$ cat config.mk
export PLATFORM = sky130hd
export DESIGN_NAME = bram_port_arbiter
export DESIGN_NICKNAME = d
export VERILOG_FILES = /design/src/rtl/hp2vga_pkg.sv /design/src/rtl/bram_wr_fifo.sv /design/src/rtl/bram_port_arbiter.sv
export SDC_FILE = /design/constraint.sdc
export NUM_CORES = 1
export LEC_CHECK = 0
export CORE_MARGIN = 2
export CORE_UTILIZATION = 45
export CTS_CLUSTER_SIZE = 30
export DETAILED_ROUTE_END_ITERATION = 8
export SLEW_MARGIN = 20
export SYNTH_ARGS = -nofsm -noshare
export SYNTH_HDL_FRONTEND = slang
export SYNTH_SLANG_ARGS = --single-unit
$ cat constraint.sdc
create_clock -name CLK -period 9.6 [get_ports CLK]
set_clock_uncertainty 0.05 [all_clocks]
set_input_delay 1.92 -clock CLK [delete_from_list [all_inputs] [get_ports CLK]]
set_output_delay 1.92 -clock CLK [all_outputs]
set_load 0.005 [all_outputs]
$ cat src/rtl/hp2vga_pkg.sv
// Shared HP-bus to VGA frame-buffer definitions.
// Frame geometry, bus widths and the BRAM slot encoding.
package hp2vga_pkg;

  localparam int BRAM_ADDR_W = 14;
  localparam int PIX_DATA_W = 8;
  localparam int FRAME_PIXELS = 576 * 378;

  typedef enum logic [1:0] {
    SLOT_IDLE  = 2'd0,
    SLOT_READ  = 2'd1,
    SLOT_WRITE = 2'd2
  } slot_e;

endpackage

$ cat src/rtl/bram_wr_fifo.sv
// Capture-side write FIFO with show-ahead head.
// Holds {addr, data} words until the BRAM has a free slot.
module bram_wr_fifo #(
  parameter int WIDTH = 22,
  parameter int DEPTH = 16,
  localparam int PTR_W = $clog2(DEPTH),
  localparam int LVL_W = PTR_W + 1
) (
  input  logic             i_clk,
  input  logic             i_rst,
  input  logic             i_push,
  input  logic [WIDTH-1:0] i_din,
  input  logic             i_pop,
  output logic [WIDTH-1:0] o_head,
  output logic             o_full,
  output logic             o_empty,
  output logic [LVL_W-1:0] o_level
);

  logic [WIDTH-1:0] r_mem [DEPTH];
  logic [PTR_W-1:0] r_wr_ptr;
  logic [PTR_W-1:0] r_rd_ptr;
  logic [LVL_W-1:0] r_level;
  logic             w_push;
  logic             w_pop;

  assign o_full  = (r_level == LVL_W'(DEPTH));
  assign o_empty = (r_level == '0);
  assign o_level = r_level;
  assign o_head  = r_mem[r_rd_ptr];

  // Full blocks the push even when a pop frees a slot this cycle.
  assign w_push = i_push & ~o_full;
  assign w_pop  = i_pop & ~o_empty;

  always_ff @(posedge i_clk) begin
    if (w_push) begin
      r_mem[r_wr_ptr] <= i_din;
    end
  end

  always_ff @(posedge i_clk or posedge i_rst) begin
    if (i_rst) begin
      r_wr_ptr <= '0;
      r_rd_ptr <= '0;
      r_level  <= '0;
    end else begin
      if (w_push) begin
        r_wr_ptr <= r_wr_ptr + PTR_W'(1);
      end
      if (w_pop) begin
        r_rd_ptr <= r_rd_ptr + PTR_W'(1);
      end
      if (w_push && !w_pop) begin
        r_level <= r_level + LVL_W'(1);
      end else if (w_pop && !w_push) begin
        r_level <= r_level - LVL_W'(1);
      end
    end
  end

endmodule

$ cat src/rtl/bram_port_arbiter.sv
// Frame BRAM port sharing: scan-out reads always win,
// capture writes queue and drain into idle slots.
module bram_port_arbiter
  import hp2vga_pkg::*;
#(
  parameter int ADDR_W = BRAM_ADDR_W,
  parameter int DATA_W = PIX_DATA_W,
  parameter int FIFO_DEPTH = 16,
  localparam int LVL_W = $clog2(FIFO_DEPTH) + 1
) (
  input  logic              CLK,
  input  logic              RESET,
  input  logic              RX_WR_REQ,
  input  logic [ADDR_W-1:0] RX_WR_ADDR,
  input  logic [DATA_W-1:0] RX_WR_DATA,
  output logic              RX_WR_READY,
  input  logic              TX_RD_REQ,
  input  logic [ADDR_W-1:0] TX_RD_ADDR,
  output logic [DATA_W-1:0] TX_RD_DATA,
  output logic              TX_RD_VALID,
  output logic [ADDR_W-1:0] BRAM_ADDR,
  output logic [DATA_W-1:0] BRAM_DIN,
  output logic              BRAM_WE,
  input  logic [DATA_W-1:0] BRAM_DOUT,
  input  logic              CLR_OVERFLOW,
  output logic              OVERFLOW,
  output logic [LVL_W-1:0]  FIFO_LEVEL
);

  localparam int ENT_W = ADDR_W + DATA_W;

  slot_e             r_slot;
  slot_e             w_slot_nxt;
  logic [ADDR_W-1:0] r_addr;
  logic [ADDR_W-1:0] w_addr_nxt;
  logic [DATA_W-1:0] r_din;
  logic [DATA_W-1:0] w_din_nxt;
  logic              r_we;
  logic              r_tag2;
  logic              r_valid;
  logic [DATA_W-1:0] r_rd_data;
  logic              r_ovf;
  logic [ENT_W-1:0]  w_head;
  logic              w_full;
  logic              w_empty;
  logic              w_push;
  logic              w_pop;

  assign w_push = RX_WR_REQ & ~w_full;
  assign w_pop  = ~TX_RD_REQ & ~w_empty;

  bram_wr_fifo #(
    .WIDTH (ENT_W),
    .DEPTH (FIFO_DEPTH)
  ) u_fifo (
    .i_clk   (CLK),
    .i_rst   (RESET),
    .i_push  (w_push),
    .i_din   ({RX_WR_ADDR, RX_WR_DATA}),
    .i_pop   (w_pop),
    .o_head  (w_head),
    .o_full  (w_full),
    .o_empty (w_empty),
    .o_level (FIFO_LEVEL)
  );

  always_comb begin
    w_slot_nxt = SLOT_IDLE;
    w_addr_nxt = r_addr;
    w_din_nxt  = r_din;
    unique case (1'b1)
      TX_RD_REQ: begin
        w_slot_nxt = SLOT_READ;
        w_addr_nxt = TX_RD_ADDR;
      end
      w_pop: begin
        w_slot_nxt = SLOT_WRITE;
        w_addr_nxt = w_head[ENT_W-1 -: ADDR_W];
        w_din_nxt  = w_head[DATA_W-1:0];
      end
      default: ;
    endcase
  end

  always_ff @(posedge CLK or posedge RESET) begin
    if (RESET) begin
      r_slot <= SLOT_IDLE;
      r_addr <= '0;
      r_din  <= '0;
      r_we   <= 1'b0;
    end else begin
      r_slot <= w_slot_nxt;
      r_addr <= w_addr_nxt;
      r_din  <= w_din_nxt;
      r_we   <= (w_slot_nxt == SLOT_WRITE);
    end
  end

  // A read slot is the first tag stage; BRAM data lands one edge later.
  always_ff @(posedge CLK or posedge RESET) begin
    if (RESET) begin
      r_tag2    <= 1'b0;
      r_valid   <= 1'b0;
      r_rd_data <= '0;
    end else begin
      r_tag2  <= (r_slot == SLOT_READ);
      r_valid <= r_tag2;
      if (r_tag2) begin
        r_rd_data <= BRAM_DOUT;
      end
    end
  end

  always_ff @(posedge CLK or posedge RESET) begin
    if (RESET) begin
      r_ovf <= 1'b0;
    end else if (RX_WR_REQ && w_full) begin
      r_ovf <= 1'b1;
    end else if (CLR_OVERFLOW) begin
      r_ovf <= 1'b0;
    end
  end

  assign RX_WR_READY = ~w_full;
  assign TX_RD_DATA  = r_rd_data;
  assign TX_RD_VALID = r_valid;
  assign BRAM_ADDR   = r_addr;
  assign BRAM_DIN    = r_din;
  assign BRAM_WE     = r_we;
  assign OVERFLOW    = r_ovf;

endmodule

==> metrics.md, run 1 <==
| Metric | Value |
|---|---|
| CTS clk-pin slew, worst paths | `60 ps` |
| Register-to-Register Path Depth | `6` |
| Cell at the root of the clock tree | `clkbuf_16` |
| Transition time at the pin with the least slew margin | `1020 ps` |
| Placed wire-length estimate | `20.3 mm` |
| Die Outline Area | `35700 um2` |
| Iter 0 DRT Violations | `611` |
| Placeable core area | `33600 um2` |
| Effective utilization at floorplan | `45.7%` |
| Post-Route WL | `33.7 mm` |
| Die outline width | `189 um` |
| Pre-Repair DR Iteration Count | `5` |
| Largest net degree at the start of global routing | `60` |
| Adder-Cell Fraction of Synth Area | `0.862%` |
| Via count of the first global-routing pass | `8022` |
| Per-instance average area after synthesis | `21.6 um2` |
| Critical path data arrival time | `5070 ps` |
| Count of different cell masters after synthesis | `39` |
| Total negative slack | `0 ps` |
| Total nets after synthesis | `772` |
| Clk sinks | `400` |
| Area Growth Syn to Fin | `18.3%` |
| Gpl congestion | `0.775` |
| Post-synthesis compound-gate area fraction | `3.12%` |
| TritonCTS clock tree | `done` |
| Relative max-transition margin | `31.9%` |
| Global-route congestion overflow total | `0` |
| Top library cells by usage in the layout, fill and taps aside | `edfxtp_1, mux4_2, clkdlybuf4s50_1` |
| Clock tree buffer depth | `3` |
| Most common library cell in the layout ignoring fill and taps | `edfxtp_1` |
| Maximum operating frequency | `0.211 GHz` |
| Global-route wire length before repair | `50.4 mm` |
| Max capacitance violation total | `0` |
| Antenna diode instance count | `0` |
| Post-synth design cell area | `15400 um2` |
| Layout cells sized above 1 | `24.9%` |
| Maximum fanout along the worst path | `17` |
| Synth Warn # | `0` |
| Start-to-end type of the worst setup path | `primary input to flop` |
| Capturing instance or port of the critical path | `u_fifo.o_level[4]` |
| Worst-case register-to-register setup slack | `5950 ps` |
| Final worst path period need | `4730 ps` |
| Critical path origin | `TX_RD_REQ` |
| Synthesized flop and latch total | `400` |
| Clock buffers created by TritonCTS | `41` |
| Clock Latency Late Sink | `530 ps` |
| Synthesized-area fraction occupied by and/or/nand/nor cells | `1.41%` |
| Setup repair after global routing missed its margin | `false` |
| Final number of setup-violating endpoints | `0` |
| Run status | `complete, no violations` |
| Main area contributors after synthesis | `edfxtp_1, mux4_2, dfrtp_1` |
| Capturing element type of the critical path | `flop` |
| Number of buffers inserted for hold repair after clock tree synthesis | `0` |
| Most area-hungry cell type in the Yosys netlist | `edfxtp_1` |
| Count of final max-slew check failures | `0` |
| Per-cell routed wire length | `25.8 um` |
| Htree depth | `2` |
| Portion of synthesized cell area occupied by the leading cell type | `68.7%` |
| Post-route antenna net violation count | `0` |
| Share of synthesized area occupied by flip-flops and latches | `76.6%` |
| Share of the cycle needed by the critical path after routing | `49.3%` |
| Worst hold slack | `369 ps` |
| Worst supply voltage drop on vdd | `0.000126 V` |
| Row cnt | `67` |
| Launch instance of the worst register-to-register path | `u_fifo.r_rd_ptr[2]` |
| Ports | `88` |
| Remaining routing DRC violations | `0` |
| Cell area reported after detailed placement | `16800 um2` |
| Xor/xnor cell area share of the yosys netlist | `0.513%` |
| Tightest Hold Check Type | `flop to flop` |
| Total setup buffers inserted after CTS | `0` |
| Height of the die | `189 um` |
| Mux cell area share after synthesis | `16.1%` |
| Overall via count from detail_route | `7478` |
| Final Hold Violating Endpoints | `0` |
| Initial antenna violation count | `0` |
| Standby leakage power | `5.97 nW` |
| Global-route usage over all layers | `19.2%` |
| Crit path required time | `9930 ps` |
| Final setup slack of the worst path | `4870 ps` |
| Post_cts resized | `0` |
| Count of buffers inserted at the top-level ports | `87` |
| P per Cell Area | `291 nW/um2` |
| Gate count of the mapped netlist | `713` |
| Startpoint type of the worst setup path | `primary input` |
| Dominant combinational cell family by area after synthesis | `multiplexers` |
| Pre-CTS setup slack | `4330 ps` |
| Count of nets after finishing | `886` |
| Capture instance of the worst register-to-register path | `BRAM_ADDR[12]` |
| Via density per instance | `5.72` |
| Final design area excluding fillers | `18200 um2` |
[stage by stage]
step                std cells  power (W)  utilization, %
floorplan                 713    0.00324               -
global placement         1232    0.00374            50.1
detailed placement       1232    0.00377            50.1
CTS                      1308    0.00535            54.1
global route             1308    0.00552            54.1
finish                   1308    0.00529            54.1
[power breakdown]
group / internal [W] / switching, W / leakage [nW]
clock network: 0.000952 / 0.000624 / 0.660
registers: 0.00214 / 0.000183 / 3.74
logic: 0.000712 / 0.000678 / 1.57
total: 0.00380 / 0.00148 / 5.97
[cell usage after synthesis]
library cell / number
edfxtp_1: 352
mux4_2: 87
dfrtp_1: 48
mux2i_1: 31
o22ai_1: 27
mux2_2: 18
nand2_1: 17
buf_2: 15
clkbuf_1: 15
nor2_1: 15
a221o_1: 13
a21oi_1: 10
ha_1: 9
xnor2_1: 8
inv_1: 6
nor3_1: 4
o21ai_0: 4
buf_4: 3
buf_6: 3
nand2b_1: 3
a21o_1: 2
buf_1: 2
inv_2: 2
nand4_1: 2
o211ai_1: 2
o211ai_4: 2
a21boi_1: 1
a22oi_1: 1
a31oi_1: 1
fa_1: 1
nand3_1: 1
nor2b_1: 1
nor3_2: 1
nor4_1: 1
o2111ai_1: 1
o21ai_2: 1
or2_2: 1
or4_4: 1
xor2_1: 1
[area by class of cell]
cell class / count / area [um2]
Clock buffer: 65 / 1220
Clock inverter: 11 / 135
Fill cell: 2576 / 15400
Inverter: 8 / 30.0
Multi-Input combinational cell: 267 / 3430
Sequential cell: 400 / 11800
Tap cell: 448 / 561
Timing Repair Buffer: 109 / 1040
[critical path: stages]
cell and delay [ps]:
clkdlybuf4s50_1 1110, inv_1 340, o21ai_2 200, ha_1 220, inv_1 120, fa_1 430, a21o_1 200, a21oi_1 180
mux2i_1 240, xnor2_1 80
[per-layer routing]
layer  GRT usage (%)  vias up  part of all wire, %
li1                -     3199                    -
met5               0        -                    0
met2            31.2      239                   49
met3            3.08       55                  5.3
met1            27.1     3985                   43
met4            5.50        0                  2.3
[state kept, by name, summed over array words and instances (netlist names)]
register         cells
u_fifo.r_wr_ptr      4
r_tag2               1
u_fifo.r_rd_ptr      4
u_fifo.r_mem       352
TX_RD_VALID          1
u_fifo.o_level       5
TX_RD_DATA           8
OVERFLOW             1
r_slot               2
BRAM_ADDR           14
BRAM_DIN             8
[logic make-up (layout without fill, tap and decap cells)]
kind of cell               after synthesis  after routing
xor gates and xnor gates                 9              9
DFF                                    400            400
muxes                                  136            136
and+or+nand+nor                         47             47
adders and majority gates               10             10
AOI/OAI and AO/OA                       65             65
buffers and inverters                   46            193
[worst min-delay path by stage]
stage	start	to	cells after the start
floorplan	r_tag2	TX_RD_VALID	0
global placement	r_slot[1]	r_tag2	1
detailed placement	r_slot[1]	r_tag2	1
CTS	r_slot[1]	r_tag2	1
global route	r_slot[1]	r_tag2	1
finish	r_slot[1]	r_tag2	1
Power figures use the tool's default switching activity.
==> run 2: changes to the inputs <==
Clock period 9.6 ns to 4.5 ns, I/O delays scaled along.
==> metrics.md, run 2 (same netlist as run 1, synthesis figures left out) <==
| Metric | Value |
|---|---|
| Count of final max-slew check failures | `0` |
| Sum of met2 wire segment lengths after detailed routing | `16.9 mm` |
| Standby leakage power | `6.06 nW` |
| Final worst path period need | `3000 ps` |
| Flip-flop count of the largest register after layout | `352` |
| Final number of setup-violating endpoints | `0` |
| Placed wire-length estimate | `21.9 mm` |
| Share of the cycle needed by the critical path after routing | `66.7%` |
| Via count of the first global-routing pass | `7865` |
| Clock buffers created by TritonCTS | `41` |
| Transition time at the pin with the least slew margin | `940 ps` |
| Maximum fanout along the worst path | `6` |
| Global-route wire length before repair | `52.1 mm` |
| Global-route usage over all layers | `20.1%` |
| Capturing instance or port of the critical path | `u_fifo.o_level[4]` |
| Ports | `88` |
| TritonCTS clock tree | `done` |
| Clk sinks | `400` |
| Pre-Repair DR Iteration Count | `6` |
| Layout cells sized above 1 | `25.7%` |
| Via density per instance | `5.70` |
| Critical path data arrival time | `3340 ps` |
| Height of the die | `189 um` |
| Relative max-transition margin | `37.3%` |
| Final setup slack of the worst path | `1500 ps` |
| Maximum operating frequency | `0.333 GHz` |
| Post-route antenna net violation count | `0` |
| Count of buffers inserted at the top-level ports | `87` |
| Run status | `complete, no violations` |
| Capture instance of the worst register-to-register path | `u_fifo.o_level[4]` |
| Family with the most delay on the worst path | `adder cells` |
| Global-route congestion overflow total | `0` |
| CTS clk-pin slew, worst paths | `60 ps` |
| Register containing the most flip-flops in the final layout | `u_fifo.r_mem` |
| Clock tree buffer depth | `3` |
| Gpl congestion | `0.782` |
| Crit path required time | `4840 ps` |
| Clock Latency Late Sink | `520 ps` |
| Cell with the largest stage delay on the worst path | `or4_4` |
| Count of nets after finishing | `894` |
| Max capacitance violation total | `0` |
| Remaining routing DRC violations | `0` |
| Top layer in use | `met4` |
| Logic depth of the worst path, buffers included | `9` |
| Number of buffers inserted for hold repair after clock tree synthesis | `0` |
| Worst-case register-to-register setup slack | `1500 ps` |
| Htree depth | `2` |
| Antenna diode instance count | `0` |
| P per Cell Area | `631 nW/um2` |
| Slowest Stage Delay on Critical Path | `640 ps` |
| Post_cts resized | `0` |
| Worst Path Buf+Inv | `1` |
| Overall via count from detail_route | `7487` |
| Critical path origin | `u_fifo.o_level[0]` |
| Start-to-end type of the worst setup path | `flop to flop` |
| Launch instance of the worst register-to-register path | `u_fifo.o_level[0]` |
| Register-to-Register Path Depth | `9` |
| Per-cell routed wire length | `26.4 um` |
| Die Outline Area | `35700 um2` |
| Final Hold Violating Endpoints | `0` |
| Post-Route WL | `34.6 mm` |
| Iter 0 DRT Violations | `758` |
| Placeable core area | `33600 um2` |
| Row cnt | `67` |
| Initial antenna violation count | `0` |
| Cells traversed along the worst timing path | `or4_4 -> o21ai_2 -> ha_1 -> inv_1 -> fa_1 -> a21o_1 -> a21oi_1 -> mux2i_1 -> xnor2_1` |
| Utilization after layout | `54.6%` |
| Die outline width | `189 um` |
| Effective utilization at floorplan | `45.7%` |
| Capturing element type of the critical path | `flop` |
| Area Growth Syn to Fin | `19.4%` |
| Tightest Hold Check Type | `flop to flop` |
| Worst supply voltage drop on vdd | `0.000335 V` |
| Setup repair after global routing missed its margin | `false` |
| Worst hold slack | `381 ps` |
| Top library cells by usage in the layout, fill and taps aside | `edfxtp_1, mux4_2, clkdlybuf4s50_1` |
| Met1 Routed Length | `15.0 mm` |
| Total setup buffers inserted after CTS | `0` |
| Cell count after placement | `1240` |
| Startpoint type of the worst setup path | `flop` |
| Pre-CTS setup slack | `1170 ps` |
| Cell at the root of the clock tree | `clkbuf_16` |
| Largest net degree at the start of global routing | `47` |
| Most common library cell in the layout ignoring fill and taps | `edfxtp_1` |
| Total negative slack | `0 ps` |
| Number of non-filler instances in the completed layout | `1313` |
| Met3 WL post-DR | `2.26 mm` |
-- run 2: changes by cell type in the layout (fill, tap and decap cells not counted), sizes merged --
cell    before  now
buf         22   30
bufinv       3    7
clkbuf      65   52
clkinv       6   11
inv          9   10
-- run 2: worst min path at each step --
| stage | from | end | cells after the start |
|---|---|---|---|
| final | r_slot[1] | r_tag2 | 1 |
| after global routing | r_slot[1] | r_tag2 | 1 |
| after CTS | r_slot[1] | r_tag2 | 1 |
| after detailed placement | r_slot[1] | r_tag2 | 1 |
| after global placement | r_slot[1] | r_tag2 | 1 |
| after floorplan | r_tag2 | TX_RD_VALID | 0 |
-- run 2: worst reg2reg max path, stage by stage (launching register included) --
cell and delay, ps:
dfrtp_1 470, or4_4 640, o21ai_2 260, ha_1 230, inv_1 120, fa_1 420
a21o_1 200, a21oi_1 160, mux2i_1 240, xnor2_1 80
-- run 2: metrics by stage --
stage          power (W)  instance area, um2
2_1_floorplan    0.00691               15400
3_3_place_gp     0.00811               16900
3_5_place_dp     0.00817               16900
4_1_cts           0.0117               18400
5_1_grt           0.0121               18400
6_report          0.0116               18400
-- run 2: final cells by class --
cell class                      instances  area, um2
Inverter                                8       30.0
Clock inverter                         21        280
Multi-Input combinational cell        267       3430
Sequential cell                       400      11800
Fill cell                            2556      15300
Clock buffer                           52       1140
Timing Repair Buffer                  117       1130
Tap cell                              448        561
-- run 2: report_power, final --
part | internal, W | leakage, nW | switching [W] | total (W)
clock | 0.00219 | 0.691 | 0.00133 | 0.00352
sequential | 0.00456 | 3.74 | 0.000505 | 0.00506
combinational | 0.00156 | 1.62 | 0.00143 | 0.00299
-- run 2: layer usage --
metal  global-route usage, %  up-vias
met4                    3.88        0
met3                    3.48       31
met2                    32.3      293
met5                       0        -
li1                        -     3216
met1                    29.3     3947
==> run 3: changes to the inputs <==
Clock period 4.5 ns to 3.1 ns, I/O delays scaled along.
==> metrics.md, run 3 (same netlist as run 1, synthesis figures left out) <==
| Metric | Value |
|---|---|
| Run status | `complete, no violations` |
| Total of fill cells in the finished design | `2535` |
| Standby leakage power | `6.11 nW` |
| Area Growth Syn to Fin | `19.8%` |
| Maximum fanout along the worst path | `6` |
| Worst hold slack | `408 ps` |
| Cell area reported after detailed placement | `17200 um2` |
| Share of the cycle needed by the critical path after routing | `90.5%` |
| Proportion of power drawn by combinational gates | `27.8%` |
| Worst supply voltage drop on vdd | `0.000408 V` |
| Maximum operating frequency | `0.356 GHz` |
| Clk sinks | `400` |
| CTS clk-pin slew, worst paths | `60 ps` |
| Startpoint type of the worst setup path | `flop` |
| Count of nets after finishing | `916` |
| Post_cts resized | `0` |
| Number of buffers inserted for hold repair after clock tree synthesis | `0` |
| Largest net degree at the start of global routing | `36` |
| Relative max-transition margin | `51.8%` |
| Effective utilization at floorplan | `45.7%` |
| Via count of the first global-routing pass | `7993` |
| Clock tree buffer depth | `3` |
| Cell Int Power | `0.0117 W` |
| Setup repair after global routing missed its margin | `false` |
| Capturing element type of the critical path | `flop` |
| Count of final max-slew check failures | `0` |
| Global-route usage over all layers | `18.9%` |
| Switching share of power | `28.4%` |
| Crit path required time | `3500 ps` |
| Initial antenna violation count | `1` |
| TritonCTS clock tree | `done` |
| Transition time at the pin with the least slew margin | `722 ps` |
| Sequential cell area in the final layout | `11800 um2` |
| P per Cell Area | `885 nW/um2` |
| Multi-input gate area | `3460 um2` |
| Tightest Hold Check Type | `flop to flop` |
| Final Hold Violating Endpoints | `0` |
| Via density per instance | `5.61` |
| Pre-Repair DR Iteration Count | `5` |
| Antenna diode instance count | `0` |
| Sum of met2 wire segment lengths after detailed routing | `16.6 mm` |
| Post-Route WL | `32.8 mm` |
| Cell with the largest stage delay on the worst path | `or4_4` |
| Clock Latency Late Sink | `530 ps` |
| Cells traversed along the worst timing path | `or4_4 -> o21ai_2 -> ha_1 -> inv_1 -> fa_1 -> a21o_1 -> a21oi_1 -> mux2i_1 -> xnor2_1` |
| Final worst path period need | `2810 ps` |
| Clock buffers created by TritonCTS | `41` |
| Slowest Stage Delay on Critical Path | `610 ps` |
| Height of the die | `189 um` |
| Met3 WL post-DR | `1.75 mm` |
| Placeable core area | `33600 um2` |
| Ports | `88` |
| Iter 0 DRT Violations | `720` |
| Register containing the most flip-flops in the final layout | `u_fifo.r_mem` |
| Top library cells by usage in the layout, fill and taps aside | `edfxtp_1, mux4_2, clkdlybuf4s50_1` |
| Count of buffers inserted at the top-level ports | `87` |
| Flip-flop count of the largest register after layout | `352` |
| Final number of setup-violating endpoints | `0` |
| Final design area excluding fillers | `18400 um2` |
| Placed wire-length estimate | `20.6 mm` |
| Gpl congestion | `0.775` |
| Top layer in use | `met5` |
| Die outline width | `189 um` |
| Utilization after layout | `54.8%` |
| Overall via count from detail_route | `7495` |
| Die Outline Area | `35700 um2` |
| Remaining routing DRC violations | `0` |
| Proportion of power drawn by flip-flops and latches | `43.9%` |
| Critical path data arrival time | `3200 ps` |
| Max capacitance violation total | `0` |
| Post-route antenna net violation count | `0` |
| Total negative slack | `0 ps` |
| Htree depth | `2` |
| Cell at the root of the clock tree | `clkbuf_16` |
| Row cnt | `67` |
| Global-route wire length before repair | `49.9 mm` |
| Switching component of the power | `0.00463 W` |
| Global-route congestion overflow total | `0` |
| Per-cell routed wire length | `24.6 um` |
| Met1 Routed Length | `13.9 mm` |
| Start-to-end type of the worst setup path | `flop to flop` |
| Total setup buffers inserted after CTS | `0` |
| Clock network fraction of total power | `28.2%` |
| Layout cells sized above 1 | `27.1%` |
| Most common library cell in the layout ignoring fill and taps | `edfxtp_1` |
run 3: final timing paths:
kind | startpoint | endpoint | slack [ps] | cells past startpoint
max | u_fifo.o_level[1] | u_fifo.o_level[4] | 290 | 9
min | r_slot[0] | r_tag2 | 410 | 1
max reg2reg | u_fifo.o_level[1] | u_fifo.o_level[4] | 290 | 9
min reg2reg | r_slot[0] | r_tag2 | 410 | 1
max in group asynchronous | RESET | BRAM_ADDR[9] | 1840 | 3
min in group asynchronous | RESET | TX_RD_DATA[0] | 490 | 2
run 3: critical path: cells and delay by family (launching register included):
family	cells	cell delay [ps]
AOI/OAI and AO/OA	3	530
xor gates and xnor gates	1	140
adders and majority gates	2	600
buffers and inverters	1	110
DFF	1	450
muxes	1	230
and+or+nand+nor	1	610
run 3: final cells by class:
type,instances,share of cell area (%)
clock buffer,51,5.94
clock inverter,23,0.910
inverter,8,0.163
multi-input combinational,267,18.8
sequential,400,63.9
tap,448,3.04
timing repair buffer,139,7.25
run 3: layer usage:
layer / up-vias / GRT usage [%]
met3: 40 / 3.32
met1: 3964 / 26.2
met2: 223 / 31.7
li1: 3266 / -
met4: 2 / 4.69
met5: - / 0
run 3: per-stage QoR:
| stage | setup slack, ps | power, W | cells |
|---|---|---|---|
| after global placement | 208 | 0.0118 | 1262 |
| after global routing | 133 | 0.0171 | 1336 |
| final | 294 | 0.0163 | 1336 |
| after CTS | 292 | 0.0165 | 1336 |
| after detailed placement | 178 | 0.0119 | 1262 |
| after floorplan | 269 | 0.0100 | 713 |
run 3: power by group through the flow:
stage | Sequential [W] | Clock [W] | Combinational [W]
floorplan | 0.00695 | 0 | 0.00310
global placement | 0.00723 | 0 | 0.00454
detailed placement | 0.00727 | 0 | 0.00461
CTS | 0.00717 | 0.00470 | 0.00462
global route | 0.00725 | 0.00493 | 0.00488
finish | 0.00716 | 0.00460 | 0.00454
